### config.mk
export PLATFORM = sky130hd
export DESIGN_NAME = aa_fill_ctrl
export DESIGN_NICKNAME = d
export VERILOG_FILES = /design/src/rtl/aa_fill_ctrl.sv
export SDC_FILE = /design/constraint.sdc
export NUM_CORES = 1
export LEC_CHECK = 0
export BUFFER_PORTS_ARGS = -buffer_cell sky130_fd_sc_hd__buf_2
export CAP_MARGIN = 5
export CELL_PAD_IN_SITES_DETAIL_PLACEMENT = 1
export CELL_PAD_IN_SITES_GLOBAL_PLACEMENT = 1
export CORE_ASPECT_RATIO = 2
export CORE_MARGIN = 1.5
export CORE_UTILIZATION = 51
export CTS_BUF_LIST = sky130_fd_sc_hd__clkbuf_8 sky130_fd_sc_hd__clkbuf_16
export DETAILED_ROUTE_END_ITERATION = 10
export GPL_ROUTABILITY_DRIVEN = 0
export PLACE_DENSITY = 0.88
export SKIP_LAST_GASP = 1
export SYNTH_ARGS = -nofsm -noshare
export SYNTH_HDL_FRONTEND = slang
export SYNTH_SLANG_ARGS = --single-unit
### constraint.sdc
create_clock -name clk -period 5.4 [get_ports clk]
set_input_delay 0.27 -clock clk [delete_from_list [all_inputs] [get_ports clk]]
set_output_delay 0.27 -clock clk [all_outputs]
set_load 0.01 [all_outputs]
### src/rtl/aa_fill_ctrl.sv
`default_nettype none
// ============================================================================
// Module  : aa_fill_ctrl
// Purpose : 16 x 8 register array with bulk fill engine and 2-way RR write arbiter
// Rev     : 1.0  initial release
// ============================================================================
module aa_fill_ctrl #(
  parameter int DEPTH = 16,
  parameter int WIDTH = 8
) (
  input  logic                     clk,
  input  logic                     rst,
  input  logic                     fill_start,
  input  logic [WIDTH-1:0]         fill_data,
  input  logic [1:0]               req,
  input  logic [$clog2(DEPTH)-1:0] wr_addr0,
  input  logic [$clog2(DEPTH)-1:0] wr_addr1,
  input  logic [WIDTH-1:0]         wr_data0,
  input  logic [WIDTH-1:0]         wr_data1,
  output logic [1:0]               gnt,
  input  logic [$clog2(DEPTH)-1:0] rd_addr,
  output logic [WIDTH-1:0]         rd_data,
  output logic                     busy,
  output logic                     done
);

  localparam int c_aw = $clog2(DEPTH);
  localparam logic [c_aw-1:0] c_last = c_aw'(DEPTH - 1);

  localparam logic [1:0] c_idle = 2'd0;
  localparam logic [1:0] c_fill = 2'd1;
  localparam logic [1:0] c_done = 2'd2;

  logic [1:0]       r_state;
  logic [c_aw-1:0]  r_cnt;
  logic [WIDTH-1:0] r_fill_val;
  logic             r_ptr;
  logic [WIDTH-1:0] r_mem [DEPTH];
  logic [WIDTH-1:0] r_rd_data;

  logic [1:0]       w_gnt;
  logic             w_we;
  logic [c_aw-1:0]  w_waddr;
  logic [WIDTH-1:0] w_wdata;

  // r_ptr = 1 means requester 1 wins the next contested cycle
  always_comb begin
    w_gnt = 2'b00;
    if (!rst && r_state == c_idle && !fill_start) begin
      case (req)
        2'b01:   w_gnt = 2'b01;
        2'b10:   w_gnt = 2'b10;
        2'b11:   w_gnt = r_ptr ? 2'b10 : 2'b01;
        default: w_gnt = 2'b00;
      endcase
    end
  end

  always_comb begin
    w_we    = 1'b0;
    w_waddr = '0;
    w_wdata = '0;
    if (r_state == c_fill) begin
      w_we    = 1'b1;
      w_waddr = r_cnt;
      w_wdata = r_fill_val;
    end else if (w_gnt[0]) begin
      w_we    = 1'b1;
      w_waddr = wr_addr0;
      w_wdata = wr_data0;
    end else if (w_gnt[1]) begin
      w_we    = 1'b1;
      w_waddr = wr_addr1;
      w_wdata = wr_data1;
    end
  end

  always_ff @(posedge clk or posedge rst) begin
    if (rst) begin
      r_state    <= c_idle;
      r_cnt      <= '0;
      r_fill_val <= '0;
      r_ptr      <= 1'b0;
      r_rd_data  <= '0;
      for (int i = 0; i < DEPTH; i++) begin
        r_mem[i] <= '0;
      end
    end else begin
      // Read samples before the write lands, so same-row access returns old data
      r_rd_data <= r_mem[rd_addr];
      if (w_we) begin
        r_mem[w_waddr] <= w_wdata;
      end
      case (r_state)
        c_idle: begin
          if (fill_start) begin
            r_fill_val <= fill_data;
            r_cnt      <= '0;
            r_state    <= c_fill;
          end else if (w_gnt != 2'b00) begin
            r_ptr <= w_gnt[0];
          end
        end
        c_fill: begin
          r_cnt <= r_cnt + 1'b1;
          if (r_cnt == c_last) begin
            r_state <= c_done;
          end
        end
        c_done:  r_state <= c_idle;
        default: r_state <= c_idle;
      endcase
    end
  end

  assign gnt     = w_gnt;
  assign rd_data = r_rd_data;
  assign busy    = (r_state == c_fill);
  assign done    = (r_state == c_done);

endmodule
`default_nettype wire

# ---- Word-level counts from Yosys, hierarchy flattened
# Cells that the tools add are included.
dict set report classes {
  n_addsub 1
  n_lt_le_gt_ge 3
  eq_ne 8
  mux 23
  bitwise 3
  reduce_logical 12
}
# op count
set op_table {}
lappend op_table {{bitwise mux 128 bit} 1}
lappend op_table {{2-to-1 mux 8 bit} 6}
lappend op_table {{binary-select mux 8 bit (select 4 bit)} 1}
lappend op_table {{demux 8 bit (select 4 bit)} 1}
lappend op_table {{2-to-1 mux 4 bit} 4}
lappend op_table {{greater-or-equal comparator 5 bit, second input constant} 2}
lappend op_table {{inverter 4 -> 5 bit} 2}
lappend op_table {{2-to-1 mux 2 bit} 4}
lappend op_table {{one-hot mux 4 bit (2 select lines)} 1}
lappend op_table {{equality test 2 bit, second input constant} 3}
lappend op_table {{one-hot mux 2 bit (3 select lines)} 1}
lappend op_table {{AND reduction 2 bit} 3}
lappend op_table {{less-than comparator 5 x 1 -> 1 bit, second input constant} 1}
lappend op_table {{adder 4 x 1 -> 4 bit, second input constant} 1}
lappend op_table {{equality test 2 x 1 -> 1 bit, second input constant} 2}
lappend op_table {{equality test 4 bit, second input constant} 1}
lappend op_table {{one-hot mux 2 bit (2 select lines)} 1}
lappend op_table {{nonzero test 2 bit} 2}
lappend op_table {{logical AND 1 bit} 3}
lappend op_table {{2-to-1 mux 1 bit} 3}
lappend op_table {{AND reduction 3 bit} 1}
lappend op_table {{zero test 1 bit} 2}
lappend op_table {{zero test 2 bit} 1}
lappend op_table {{!= test 2 x 1 -> 1 bit, second input constant} 1}
lappend op_table {{2 further kinds} 2}
dict set report totals {
  reg_bits 151
  input_bits 41
  out_inout_bits 12
  wordCells 71
}

# ---- Depth between registers and ports, before layout
dict set report depth {
  depth_word 13
  depth_mapped 8
  mapped_depth_nobuf 6
}

# ---- Worst setup path after synthesis
# Ideal clock, no wire load.
dict set report synth_path {
  path_kind {reg2reg}
  start {reg r_ptr}
  end {reg r_mem[88] (netlist name)}
  setup_ns 0.125
  arrival_time_ns 2.099
  required_time_ns 5.275
  slack_ns 3.176
  path_stages_with_launch 8
  n_path_buf 2
  period_less_slack_ns 2.224
  path_cell_list {dfrtp_1 > nand2b_1 > buf_6 > a32o_2 > o32a_4 > or3_1 > buf_6 > mux2_4}
}
dict set report synth_between {
  elab_chain_len 12
  elab_cells_between_ends 19
  classes_between {2 x order compare; 15 x mux; 1 x bitwise; 1 x reduce/logical}
}
# item line_no
set synth_rtl {}
lappend synth_rtl {{start: declaration} 37} ;# logic r_ptr;
lappend synth_rtl {{start signal: assignment} 101} ;# r_ptr <= w_gnt[0];
lappend synth_rtl {{2-to-1 mux 2 bit *} 53} ;# 2'b11: w_gnt = r_ptr ? 2'b10 : 2'b01;
lappend synth_rtl {{one-hot mux 2 bit (3 select lines) *} 50} ;# case (req)
lappend synth_rtl {{2-to-1 mux 2 bit *} 49} ;# if (!rst && r_state == c_idle && !fill_start) begin
lappend synth_rtl {{2-to-1 mux 4 bit} 71} ;# end else if (w_gnt[1]) begin
lappend synth_rtl {{2-to-1 mux 4 bit} 67} ;# end else if (w_gnt[0]) begin
lappend synth_rtl {{2-to-1 mux 4 bit} 63} ;# if (r_state == c_fill) begin
lappend synth_rtl {{inverter 4 -> 5 bit (implied by the code)} 92} ;# r_mem[w_waddr] <= w_wdata;
lappend synth_rtl {{greater-or-equal comparator 5 bit (implied by the code) / less-than comparator 5 x 1 -> 1 bit (equally long branches)} 92}
lappend synth_rtl {{logical AND 1 bit (implied by the code)} 92}
lappend synth_rtl {{2-to-1 mux 8 bit (implied by the code)} 92}
lappend synth_rtl {{demux 8 bit (select 4 bit)} 92}
lappend synth_rtl {{bitwise mux 128 bit} 92}
lappend synth_rtl {{end signal: indexed assignment} 92}
lappend synth_rtl {{end: declaration} 38} ;# logic [WIDTH-1:0] r_mem [DEPTH];
# Mark *: on every way between the ends. The rest lies on a longest branch, timed or not.
# A chain may end at the register's enable or synchronous reset.

# ---- Worst setup path after layout
dict set report layout_path {
  start {reg r_ptr}
  end {reg r_mem[98] (netlist name)}
}
# Same word-level chain as after synthesis.

==> flow_metrics.py <==
metrics = {
    "die": {
        "ios": 53,
        "core_area_mm2": 0.0135,
        "start_util": 0.524,
        "die_h_um": 170,
        "fp.dieW_um": 86.3,
        "die_area_mm2": 0.0146,
        "fp-row-count": 60,
    },
    "logic_synthesis": {
        "syn-cell-area_mm2": 0.00708,
        "seq_area_frac_synth": 0.534,
        "ys_seq_elements": 151,
        "synth-edff-count": 0,
        "syn_nets": 513,
        "synth_top_cell_by_area": "dfrtp_1",
        "synth.area.top_cells": "dfrtp_1 53%, mux2_2 19%, mux4_2 13%",
        "synthMuxAreaShare": 0.335,
        "synth.most_common_cell": "dfrtp_1",
        "synthFlopType": "dfrtp_1",
        "synth_common_cells": "151 x dfrtp_1, 120 x mux2_2, 40 x mux4_2, 40 x nand2_1, 12 x o21ai_0",
        "synth-xor-area-share": 0,
        "synth_compound_area_frac": 0.0426,
        "netlist-cell-type-count": 42,
        "async_reset_ff_frac": 1.00,
        "yosysWarnings": 0,
        "synthAdderAreaFrac": 0.00177,
        "synth_top_family_by_area": "multiplexers",
        "synth_top_area_share": 0.534,
        "synth.avg_cell_area_um2": 15.0,
        "synthCells": 471,
        "synth_simple_gate_area_frac": 0.0627,
    },
    "clock_tree": {
        "ctsRootBufferMaster": "clkbuf_16",
        "cts_buffer_depth": 2,
        "hold_buffers": 1,
        "cts_htree_levels": 4,
        "cts_setup_buffers": 0,
        "clkTransAtPathRegs_ns": 0.07,
        "cts_buffers": 17,
        "cts_resized": 0,
        "clkLatencyLatePin_ns": 0.42,
        "clock-sinks": 151,
        "cts_tree": "done",
    },
    "worst_setup_path": {
        "r2r_end": "r_mem[98]",
        "reg2reg_from": "r_ptr",
        "cp.arrival_ns": 3.42,
        "r2r_cells": 5,
        "crit_path_end_kind": "register",
        "rrSetupSlack_ns": 2.28,
        "cp.required_ns": 5.70,
        "path_class": "reg2reg",
        "start_kind": "register",
        "cp_max_fo": 15,
    },
    "final_layout": {
        "final_net_count": 564,
        "n_antenna_cell": 0,
        "syn2layout_area_growth_pct": 13.1,
        "final_area_mm2": 0.00801,
        "stdcell_count": 689,
        "drive_above_1_share": 0.524,
    },
    "detailed_routing": {
        "drt_iter0_markers": 238,
        "wirelength_mm": 19.6,
        "via_per_inst": 6.47,
        "drc_errors": 0,
        "wl_per_cell_um": 28.4,
        "drtAntennaViolNets": 0,
        "dr.pass1.iters": 4,
        "routed-via-count": 4461,
    },
    "timing": {
        "rsz0062_at_grt": "false",
        "slew_violations": 0,
        "fin_crit_sh": 0.578,
        "hold_violations": 0,
        "fmax_mhz": 320,
        "tightestPinTransition_ns": 1.16,
        "hold_slack_ns": 0.0384,
        "setup_tns_ns": 0,
        "finalSetupViolCount": 0,
        "fin_crit_ns": 3.12,
        "finClkSkew_ns": 0.0131,
        "max_slew_margin": 0.228,
    },
    "placed_design": {
        "portBuffers": 52,
        "dp_hpwl_mm": 12.2,
        "postPlaceCellArea_mm2": 0.00743,
        "dp_cells": 657,
    },
    "global_route": {
        "grtUsageTotal": 0.290,
        "grt_first_pass_wirelength_mm": 30.6,
        "grt-ovfl-total": 0,
        "busiest_layer": "met2",
        "grt_pass1_vias": 5150,
        "grtUsageMet2": 0.519,
        "antenna_found_initial": 0,
        "met3_usage": 0.0506,
        "grt_max_degree": 94,
        "use_met1": 0.316,
    },
    "worst_hold_path": {
        "hold_start": "fill_data[6]",
        "hold_depth": 3,
        "min_path_type": "in2reg",
        "holdPathEnd": "r_fill_val[6]",
    },
    "power": {
        "cellLeakagePower_nw": 3.60,
        "pwr_density_cell_mw_per_mm2": 588,
        "peakVddDrop_uv": 249,
    },
    "status": {
        "status": "completed",
    },
    "flow_run": {
        "max-cap-violations": 0,
    },
}
-- flip-flops by register name, indices dropped and copies added (netlist names) --
| register | count |
|---|---|
| r_mem | 128 |
| r_fill_val | 8 |
| rd_data | 8 |
| r_cnt | 4 |
| r_state | 2 |
| r_ptr | 1 |
-- layer usage --
layer / vias up / part of all wire
met4: 0 / 0.054
met5: - / 0
met2: 156 / 0.55
met3: 63 / 0.034
li1: 1858 / -
met1: 2384 / 0.36
-- layout make-up --
type                    count  area (um^2)
clock buffers              18          439
clock inverters            13          133
fillers                  1270         5500
inverters                   2         12.5
multi-input cells         290         3130
flip-flops and latches    151         3780
well taps                 155          194
repair buffers             60          323
-- where the power goes --
| group | leakage, nW | switching, W | internal, W |
|---|---|---|---|
| Combinational | 1.39 | 0.000823 | 0.000800 |
| Sequential | 1.92 | 0.000323 | 0.00160 |
| Clock | 0.285 | 0.000476 | 0.000688 |
-- worst max-delay path, cell delays in order (launching register included) --
cell,delay [ns]
dfrtp_1,0.42
a21boi_2,0.64
a32oi_1,0.27
o31a_1,0.46
nor3_2,0.77
mux2_2,0.43
-- worst max path at each step --
stage	startpoint	endpoint	slack (ns)	depth (start not counted)
2_1_floorplan	rst	r_cnt[0]	1.07	1
3_3_place_gp	req[1]	r_mem[101]	2.48	6
3_5_place_dp	req[1]	r_mem[99]	2.32	6
4_1_cts	rst	r_mem[125]	2.31	7
5_1_grt	rst	r_mem[125]	2.11	7
6_report	r_ptr	r_mem[98]	2.28	5
-- kinds of logic after synthesis --
| group | count (synthesis) |
|---|---|
| muxes | 168 |
| DFF | 151 |
| and+or+nand+nor | 80 |
| AOI/OAI and AO/OA | 41 |
| buffers and inverters | 30 |
| adders and majority gates | 1 |
-- per-stage QoR --
step	setup slack, ns	util	power [W]
floorplan	1.07	-	0.00300
global placement	2.48	0.550	0.00330
detailed placement	2.32	0.550	0.00346
CTS	2.31	0.593	0.00472
global route	2.11	0.593	0.00492
finish	2.28	0.593	0.00471
-- cells in the final DEF, fill, tap and decap left out, drive strengths merged --
cell         netlist  final
dfrtp            151    151
mux2             128    128
buf               18     59
nand2             40     40
mux4              40     40
clkbuf             9     18
nor2              17     17
o21ai             12     12
a22oi              8      8
a21oi              6      6
clkinv             1      6
nand3              5      5
nor3               5      5
inv                1      5
a32oi              4      4
a31oi              3      3
and2               3      3
nand2b             2      2
nor3b              2      2
o31a               2      2
bufinv             0      2
clkinvlp           0      2
a21boi             2      2
nor4               2      2
a32o               2      2
o32a               2      2
or3                1      1
and3               1      1
nor2b              1      1
nand4              1      1
ha                 1      1
dlygate4sd3        0      1
Power figures use the tool's default switching activity.
